File: src/rtl/capture_sequencer_pkg.sv
// Shared frame geometry, default parameters and state encoding for the
// capture sequencer and its neighbours (capture unit, VGA painter).
package capture_sequencer_pkg;

    localparam int FRAME_W         = 160;
    localparam int FRAME_H         = 120;
    localparam int FB_DEPTH_DEF    = FRAME_W * FRAME_H;
    localparam int CNT_W_DEF       = 15;
    localparam int TIMEOUT_CYC_DEF = 4_000_000;

    typedef enum logic [2:0] {
        ST_IDLE   = 3'd0,
        ST_SYNC   = 3'd1,
        ST_ACTIVE = 3'd2,
        ST_DONE   = 3'd3,
        ST_HOLD   = 3'd4
    } seq_state_e;

    // Line counter saturates instead of wrapping so a runaway href is visible.
    function automatic logic [7:0] sat_inc8(input logic [7:0] v);
        return (v == 8'hFF) ? v : v + 8'd1;
    endfunction

endpackage

File: src/rtl/capture_sequencer_edge_detect.sv
// One-bit registered edge detector; rise/fall are combinational from the
// current input against the registered previous value.
module capture_sequencer_edge_detect #(
    parameter logic RESET_VAL = 1'b1
) (
    input  logic clk,
    input  logic rst,
    input  logic d_i,
    output logic rise_o,
    output logic fall_o
);

    logic prev_q;

    // NOTE: sequential state uses non-blocking (<=) so every flop samples
    // pre-edge values regardless of process ordering.
    always_ff @(posedge clk) begin
        if (rst) begin
            prev_q <= RESET_VAL;
        end else begin
            prev_q <= d_i;
        end
    end

    assign rise_o = d_i & ~prev_q;
    assign fall_o = ~d_i & prev_q;

endmodule

File: src/rtl/capture_sequencer.sv
// Gates capture-unit writes into the frame buffer on whole-frame boundaries,
// in continuous or snapshot mode, and keeps per-frame stats and sticky errors.
module capture_sequencer
    import capture_sequencer_pkg::*;
#(
    parameter int FB_DEPTH    = FB_DEPTH_DEF,
    parameter int CNT_W       = CNT_W_DEF,
    parameter int TIMEOUT_CYC = TIMEOUT_CYC_DEF
) (
    input  logic             clk,
    input  logic             rst,
    input  logic             cam_vsync,
    input  logic             cam_href,
    input  logic             cap_we,
    input  logic             mode,
    input  logic             arm,
    input  logic             stop,
    output logic             fb_we,
    output logic             busy,
    output logic             frame_done,
    output logic [7:0]       frame_count,
    output logic [7:0]       line_count,
    output logic [CNT_W-1:0] word_count,
    output logic             overflow,
    output logic             short_frame,
    output logic             timeout
);

    localparam int                TMR_W    = $clog2(TIMEOUT_CYC + 1);
    localparam logic [CNT_W-1:0]  DEPTH    = CNT_W'(FB_DEPTH);
    localparam logic [TMR_W-1:0]  TMR_LAST = TMR_W'(TIMEOUT_CYC - 1);

    seq_state_e       state_q, state_d;
    logic [CNT_W-1:0] wcnt_q, wcnt_d;
    logic [7:0]       lcnt_q, lcnt_d;
    logic [TMR_W-1:0] timer_q, timer_d;
    logic [7:0]       frame_count_q, frame_count_d;
    logic [7:0]       line_count_q, line_count_d;
    logic [CNT_W-1:0] word_count_q, word_count_d;
    logic             overflow_q, overflow_d;
    logic             short_q, short_d;
    logic             timeout_q, timeout_d;

    logic fs, fe, line_end, hr_rise_unused;
    logic timeout_hit;

    capture_sequencer_edge_detect #(.RESET_VAL(1'b1)) u_vs_edge (
        .clk    (clk),
        .rst    (rst),
        .d_i    (cam_vsync),
        .rise_o (fe),
        .fall_o (fs)
    );

    capture_sequencer_edge_detect #(.RESET_VAL(1'b1)) u_hr_edge (
        .clk    (clk),
        .rst    (rst),
        .d_i    (cam_href),
        .rise_o (hr_rise_unused),
        .fall_o (line_end)
    );

    assign timeout_hit = ((state_q == ST_SYNC) || (state_q == ST_ACTIVE)) &&
                         (timer_q == TMR_LAST);

    always_ff @(posedge clk) begin
        if (rst) begin
            state_q <= ST_IDLE;
        end else begin
            state_q <= state_d;
        end
    end

    // NOTE: every combinational output gets a default before the case so no
    // path leaves it unassigned and no latch is inferred.
    always_comb begin
        state_d = state_q;
        if (stop) begin
            state_d = ST_IDLE;
        end else begin
            case (state_q)
                ST_IDLE:   if (arm) state_d = ST_SYNC;
                ST_SYNC: begin
                    if (timeout_hit)  state_d = ST_SYNC;
                    else if (fs)      state_d = ST_ACTIVE;
                end
                ST_ACTIVE: begin
                    if (timeout_hit)  state_d = ST_SYNC;
                    else if (fe)      state_d = ST_DONE;
                end
                ST_DONE:   state_d = mode ? ST_HOLD : ST_SYNC;
                ST_HOLD:   if (arm) state_d = ST_SYNC;
                default:   state_d = ST_IDLE;
            endcase
        end
    end

    // fb_we is combinational so the capture unit's address/data stay aligned.
    always_comb begin
        fb_we      = 1'b0;
        busy       = 1'b0;
        frame_done = 1'b0;
        case (state_q)
            ST_SYNC:   busy = 1'b1;
            ST_ACTIVE: begin
                busy  = 1'b1;
                fb_we = cap_we && (wcnt_q < DEPTH);
            end
            ST_DONE:   frame_done = 1'b1;
            default:   ;
        endcase
    end

    always_comb begin
        wcnt_d        = wcnt_q;
        lcnt_d        = lcnt_q;
        timer_d       = timer_q;
        frame_count_d = frame_count_q;
        line_count_d  = line_count_q;
        word_count_d  = word_count_q;
        overflow_d    = overflow_q;
        short_d       = short_q;
        timeout_d     = timeout_q;

        if (state_q == ST_SYNC && state_d == ST_ACTIVE) begin
            wcnt_d = '0;
            lcnt_d = '0;
        end else if (state_q == ST_ACTIVE) begin
            if (fb_we)    wcnt_d = wcnt_q + 1'b1;
            if (line_end) lcnt_d = sat_inc8(lcnt_q);
        end

        // Watchdog only runs while waiting on or receiving a frame.
        if (!busy || (state_d != state_q) || fs || fe || timeout_hit) begin
            timer_d = '0;
        end else begin
            timer_d = timer_q + 1'b1;
        end

        if (state_q == ST_DONE) begin
            word_count_d  = wcnt_q;
            line_count_d  = lcnt_q;
            frame_count_d = frame_count_q + 8'd1;
            if (wcnt_q < DEPTH) short_d = 1'b1;
        end

        if (!stop) begin
            if (state_q == ST_ACTIVE && cap_we && wcnt_q >= DEPTH) overflow_d = 1'b1;
            if (timeout_hit) timeout_d = 1'b1;
            if (state_q == ST_IDLE && arm) begin
                overflow_d = 1'b0;
                short_d    = 1'b0;
                timeout_d  = 1'b0;
            end
        end
    end

    always_ff @(posedge clk) begin
        if (rst) begin
            wcnt_q        <= '0;
            lcnt_q        <= '0;
            timer_q       <= '0;
            frame_count_q <= '0;
            line_count_q  <= '0;
            word_count_q  <= '0;
            overflow_q    <= 1'b0;
            short_q       <= 1'b0;
            timeout_q     <= 1'b0;
        end else begin
            wcnt_q        <= wcnt_d;
            lcnt_q        <= lcnt_d;
            timer_q       <= timer_d;
            frame_count_q <= frame_count_d;
            line_count_q  <= line_count_d;
            word_count_q  <= word_count_d;
            overflow_q    <= overflow_d;
            short_q       <= short_d;
            timeout_q     <= timeout_d;
        end
    end

    assign frame_count = frame_count_q;
    assign line_count  = line_count_q;
    assign word_count  = word_count_q;
    assign overflow    = overflow_q;
    assign short_frame = short_q;
    assign timeout     = timeout_q;

endmodule

File: config.mk
export PLATFORM = sky130hd
export DESIGN_NAME = capture_sequencer
export DESIGN_NICKNAME = d
export VERILOG_FILES = /design/src/rtl/capture_sequencer_pkg.sv /design/src/rtl/capture_sequencer_edge_detect.sv /design/src/rtl/capture_sequencer.sv
export SDC_FILE = /design/constraint.sdc
export NUM_CORES = 1
export LEC_CHECK = 0
export BUFFER_PORTS_ARGS = -buffer_cell sky130_fd_sc_hd__clkbuf_2
export CAP_MARGIN = 30
export CELL_PAD_IN_SITES_DETAIL_PLACEMENT = 0
export CELL_PAD_IN_SITES_GLOBAL_PLACEMENT = 1
export CORE_ASPECT_RATIO = 0.9
export CORE_MARGIN = 10
export CORE_UTILIZATION = 44
export DETAILED_ROUTE_END_ITERATION = 10
export PLACE_DENSITY = 0.89
export SLEW_MARGIN = 30
export SYNTH_ARGS = -nofsm -noshare
export SYNTH_HDL_FRONTEND = slang
export SYNTH_SLANG_ARGS = --single-unit
File: constraint.sdc
create_clock -name clk -period 2.7 [get_ports clk]
set_clock_uncertainty 0.2 [all_clocks]
set_input_delay 0.54 -clock clk [delete_from_list [all_inputs] [get_ports clk]]
set_output_delay 0.54 -clock clk [all_outputs]
set_load 0.05 [all_outputs]
# ---- Word-level counts from Yosys, hierarchy flattened
# Index checks and enable logic that the tools add are counted.
dict set report op_classes {
  n_addsub 4
  n_lt_le_gt_ge 2
  n_eq_ne 8
  mux 19
  bitwise 8
  reduce_logical 23
}
# op count
set ops {}
lappend ops {{$add 22x1->22 const B} 1}
lappend ops {{$eq 22x22->1 const B} 1}
lappend ops {{$mux 3} 7}
lappend ops {{$add 8x1->8 const B} 2}
lappend ops {{$add 15x1->15 const B} 1}
lappend ops {{$ge 15x15->1 const B} 1}
lappend ops {{$lt 15x15->1 const B} 1}
lappend ops {{$pmux 3 s4} 1}
lappend ops {{$mux 1} 11}
lappend ops {{$eq 3x2->1 const B} 3}
lappend ops {{$eq 8x8->1 const B} 1}
lappend ops {{$reduce_or 2->1} 4}
lappend ops {{$logic_and 1x1->1} 6}
lappend ops {{$reduce_and 2->1} 3}
lappend ops {{$logic_or 1x1->1} 5}
lappend ops {{$not 1->1} 5}
lappend ops {{$reduce_bool 2->1} 2}
lappend ops {{$and 1x1->1} 3}
lappend ops {{$eq 3x1->1 const B} 1}
lappend ops {{$eq 3x3->1 const B} 1}
lappend ops {{$logic_not 3->1} 1}
lappend ops {{$ne 3x3->1} 1}
lappend ops {{$reduce_and 3->1} 1}
lappend ops {{$logic_not 1->1} 1}
dict set report word_totals {
  regBits 84
  out_inout_bits 37
}

# ---- Depth between registers and ports, before layout
dict set report logic_depth {
  word_depth 12
  ltp_mapped 7
  ltp_nobuf 6
}

# ---- Modules after synthesis
# Synthesis repeated with hierarchy kept, for this count alone.
dict set report unflattened {
  cells_unflattened 445
  hier_area_um2 3788.6
}
# module n_inst cells_each area_per_inst_um2
set by_module_without_submodules {}
lappend by_module_without_submodules {capture_sequencer 1 437 3708.6}
lappend by_module_without_submodules {capture_sequencer_edge_detect 2 4 40.0}

# ---- Worst setup path after synthesis
# OpenSTA, ideal clock, no wires.
dict set report synth_path {
  path_type {reg-to-output}
  from {reg state_q[2]}
  to {out frame_done}
  arrival_time_ps 1257
  t_required_ps 1960
  setup_slack_ps 703
  path_stages_with_launch 6
  path_buffers 3
  cell_sequence {dfxtp_1 -> buf_6 -> nand3b_1 -> inv_1 -> buf_2 -> buf_4}
}
dict set report synth_between {
  elab_chain_cells 2
}
# item line
set synth_rtl {}
lappend synth_rtl {{start, declared} capture_sequencer.sv:33} ;# seq_state_e state_q, state_d;
lappend synth_rtl {{start signal, assigned} capture_sequencer.sv:70} ;# state_q <= state_d;
lappend synth_rtl {{$eq 3x2->1} capture_sequencer.sv:103} ;# case (state_q)
lappend synth_rtl {{$mux 1} capture_sequencer.sv:103}
lappend synth_rtl {{end, declared} capture_sequencer.sv:20} ;# output logic frame_done,
# No other way between the ends.

# ---- Worst setup path after layout
dict set report layout_path {
  from {reg state_q[1]}
  to {out fb_we}
}
dict set report layout_between {
  elab_chain_cells 2
}
# item line
set layout_rtl {}
lappend layout_rtl {{$eq 3x2->1} capture_sequencer.sv:103}
lappend layout_rtl {{$mux 1} capture_sequencer.sv:103}
lappend layout_rtl {{end, declared} capture_sequencer.sv:18} ;# output logic fb_we,
# No other way between the ends.

==> key figures <==
GRT
  – Initial antenna violation count: 0
  – GRT Resource Usage Total: approximately an eighth
  – Grt ovf: 0
  – First-pass GRT wire length: between 10000 and 15000 µm
  – Largest net degree at the start of global routing: 39
  – Vias in the first global route: 2784

Routing
  – Final WL: between 7000 and 8000 µm
  – Iteration count of the initial detailed-routing pass: 4
  – Vias per std cell: about 5.3
  – DR vias: about 3000
  – Avg WL per Cell: 13.92 µm
  – DRT iter0 DRCs: approximately 130
  – DRC errors left: 0
  – DRT antenna net count: 0

Timing
  – Final hold vios: 0
  – Final worst-path cycle share: 90.97%
  – Slew at the pin with the worst max-slew slack: 0.9139 ns
  – Final setup viols: 0
  – Final TNS setup: 0 ns
  – Max Fclk: around 0.41 GHz
  – RSZ-0062 raised after global routing: false
  – Min Hold Slack: 0.2056 ns
  – Slew Viols, Final: 0
  – Slew margin rel.: between 30 and 40%
  – Fin crit period: 2.456 ns

Die
  – Die ar.: between 0.01 and 0.015 mm²
  – Starting Density: between 40% and 50%
  – FP Rows: 31
  – Core area: roughly 0.0081 mm²
  – Die width: between 100 and 150 µm
  – I/O pin cnt: 45
  – Die Y: approximately 110 µm

Clock tree
  – CTS Buf Count: 9
  – Clock Latency Late Sink: between 0.3 and 0.4 ns
  – CTS sink count: 84
  – Post-CTS Repair Setup Buffers: 0
  – Hold_buf cts: 0
  – Root buf cell: clkbuf_8
  – CTS max path bufs: 2
  – Worst-path clk slew: 0.09 ns
  – # H-tree levels: 3
  – CTS resizes: 0
  – CTS tree: done

Setup path
  – R2R cell count: 6
  – Kind of critical path: flip-flop to output port
  – Worst Path Arrival: ~1.7 ns
  – Critical path required time: 1.96 ns
  – Critical-path maximum fanout: 8
  – Startpoint Class: flip-flop
  – Reg2reg end: wcnt_q[5]
  – Crit path cell chain: and4bb_2, o211a_1, clkbuf_2
  – Critical R2R Launch: timer_q[0]
  – Crit path max-delay cell type: dfxtp_1
  – Critical path endpoint category: output port
  – Worst Path Buf+Inv: 1
  – Slowest Stage Delay on Critical Path: 0.52 ns
  – CP top delay family: flip-flops
  – R2R setup slack: 0.50 ns

Min path
  – Worst Hold Class: input pin to flip-flop
  – Worst Min Path Start: cam_href
  – Hold Path Cell Cnt: 2
  – Hold EP: u_hr_edge.prev_q

Synth
  – Post-synth EDFFs: 0
  – Top cells by area, synth: dfxtp_1, nand2_1, xnor2_1
  – Dominant synthesized flop cell: dfxtp_1
  – Ys Warns: 0
  – Cell area after synthesis: around 0.0037 mm²
  – Mean post-synth cell area: about 8.9 µm²
  – FFs w/ async S/R, synth: 0%
  – Synth top area share: a little under half
  – Seq cells post-synth: between 80 and 90
  – Synth area leader: dfxtp_1
  – Net Count, Synth: between 400 and 500
  – Sequential area share after synthesis: a little under half
  – Cells after Synth: approximately 420
  – Distinct cells, synth: 52

Placement
  – HPWL Detailed: between 5000 and 6000 µm
  – GP Congestion: between 0.8 and 0.9
  – IO Port Bufs: 44

Layout
  – Area growth syn-to-layout: 14.35%
  – Fraction of layout cells with a size suffix above 1: approximately a fifth
  – Reg area: roughly 0.0017 mm²
  – Filler cell count: 782
  – Antenna diode count: 0
  – Final nets: 474
  – Multi-input logic area: 0.001883 mm²

Power and ir drop
  – P_leak: between 1 and 1.5 nW
  – Maximum vdd drop: ~0.34 mV
  – Pwr per Cell Area: approximately 560 mW/mm²

Run status
  – Status: finished clean

Run
  – Max-Cap Viols: 0
state kept, by name, summed over array words and instances (netlist names):
name / count
u_hr_edge.prev_q: 1
overflow: 1
state_q: 3
timer_q: 22
short_frame: 1
frame_count: 8
line_count: 8
timeout: 1
lcnt_q: 8
wcnt_q: 15
u_vs_edge.prev_q: 1
word_count: 15
final cells by class:
type                       instances  share of cell area (%)
clock buffer                       9                   2.917
clock inverter                     7                   2.917
inverter                          10                  0.8839
multi-input combinational        307                   44.34
sequential                        84                   39.60
tap                               99                   2.917
timing repair buffer              49                   6.423
kinds of logic after synthesis:
family | count (synthesis) | synth area share [%]
AOI/OAI and AO/OA | 49 | 8.996
adders and majority gates | 5 | 1.685
xor gates and xnor gates | 46 | 10.85
and+or+nand+nor | 205 | 28.64
DFF | 84 | 45.28
muxes | 2 | 0.5391
buffers and inverters | 28 | 4.009
worst max-delay path by stage:
stage / cells past startpoint / end / slack (ns) / from
6_report: 3 / fb_we / 0.24 / state_q[1]
5_1_grt: 3 / fb_we / 0.13 / state_q[1]
4_1_cts: 3 / fb_we / 0.23 / state_q[1]
3_5_place_dp: 5 / wcnt_q[0] / 0.46 / stop
3_3_place_gp: 5 / wcnt_q[1] / 0.51 / stop
2_1_floorplan: 5 / frame_done / 0.70 / state_q[2]
worst register-to-register path, cell delays in order, from the launching register on:
cell and delay, ns:
dfxtp_1 0.34, ha_1 0.26, and4_4 0.24, nand3_4 0.10, nor3_4 0.06, o21bai_2 0.73, nor2_1 0.13
cell usage after synthesis, types with 7 or more instances:
library cell,count
nor2_2,10
inv_1,10
nor2_1,50
nor4_1,8
xor2_1,21
nand3_1,24
xnor2_1,25
a21oi_1,29
nand4_1,9
clkbuf_1,7
nor3_1,7
nand2_1,63
dfxtp_1,84
cells in the final DEF, fill, tap and decap left out, drive strengths merged, types with 2 or more instances in the layout:
cell,netlist,final
a2111oi,2,2
a21bo,2,2
a21oi,30,30
a31oi,2,2
a41oi,2,2
and3,6,6
and4,5,5
and4bb,2,2
buf,11,6
bufinv,0,3
clkbuf,7,52
clkinv,0,2
dfxtp,84,84
ha,5,5
inv,10,11
mux2i,2,2
nand2,64,64
nand2b,2,2
nand3,26,26
nand3b,4,4
nand4,9,9
nor2,60,60
nor3,9,9
nor4,9,9
nor4b,4,4
o2111ai,2,2
o21ai,3,3
or2,3,3
xnor2,25,25
xor2,21,21
metrics by stage:
step | setup slack, ns | cell area (µm²) | util (%) | power, mW | std cells
finish | 0.2439 | 4247 | 52.14 | 2.380 | 565
global route | 0.1287 | 4247 | 52.14 | 2.464 | 565
CTS | 0.2280 | 4247 | 52.14 | 2.414 | 565
detailed placement | 0.4556 | 3999 | 49.09 | 1.327 | 549
global placement | 0.5090 | 3999 | 49.09 | 1.326 | 549
floorplan | 0.7033 | 3714 | - | 1.310 | 419
where the power goes:
part           switching, mW  internal [mW]
combinational         0.0362         0.0169
sequential           0.00338           1.24
clock                  0.463          0.620
total                  0.503           1.88
layer usage:
layer  up-vias  wire (µm)  share of wire [%]  global-route usage [%]
li1       1515          -                  -                       -
met1      1382       3654                 46                   15.88
met2        63       3716                 47                   20.88
met3         8        388                4.9                   4.069
met4         0        107                1.4                   4.762
met5         -          0                  0                       0
Note: power is estimated with default switching activity, not from simulation.
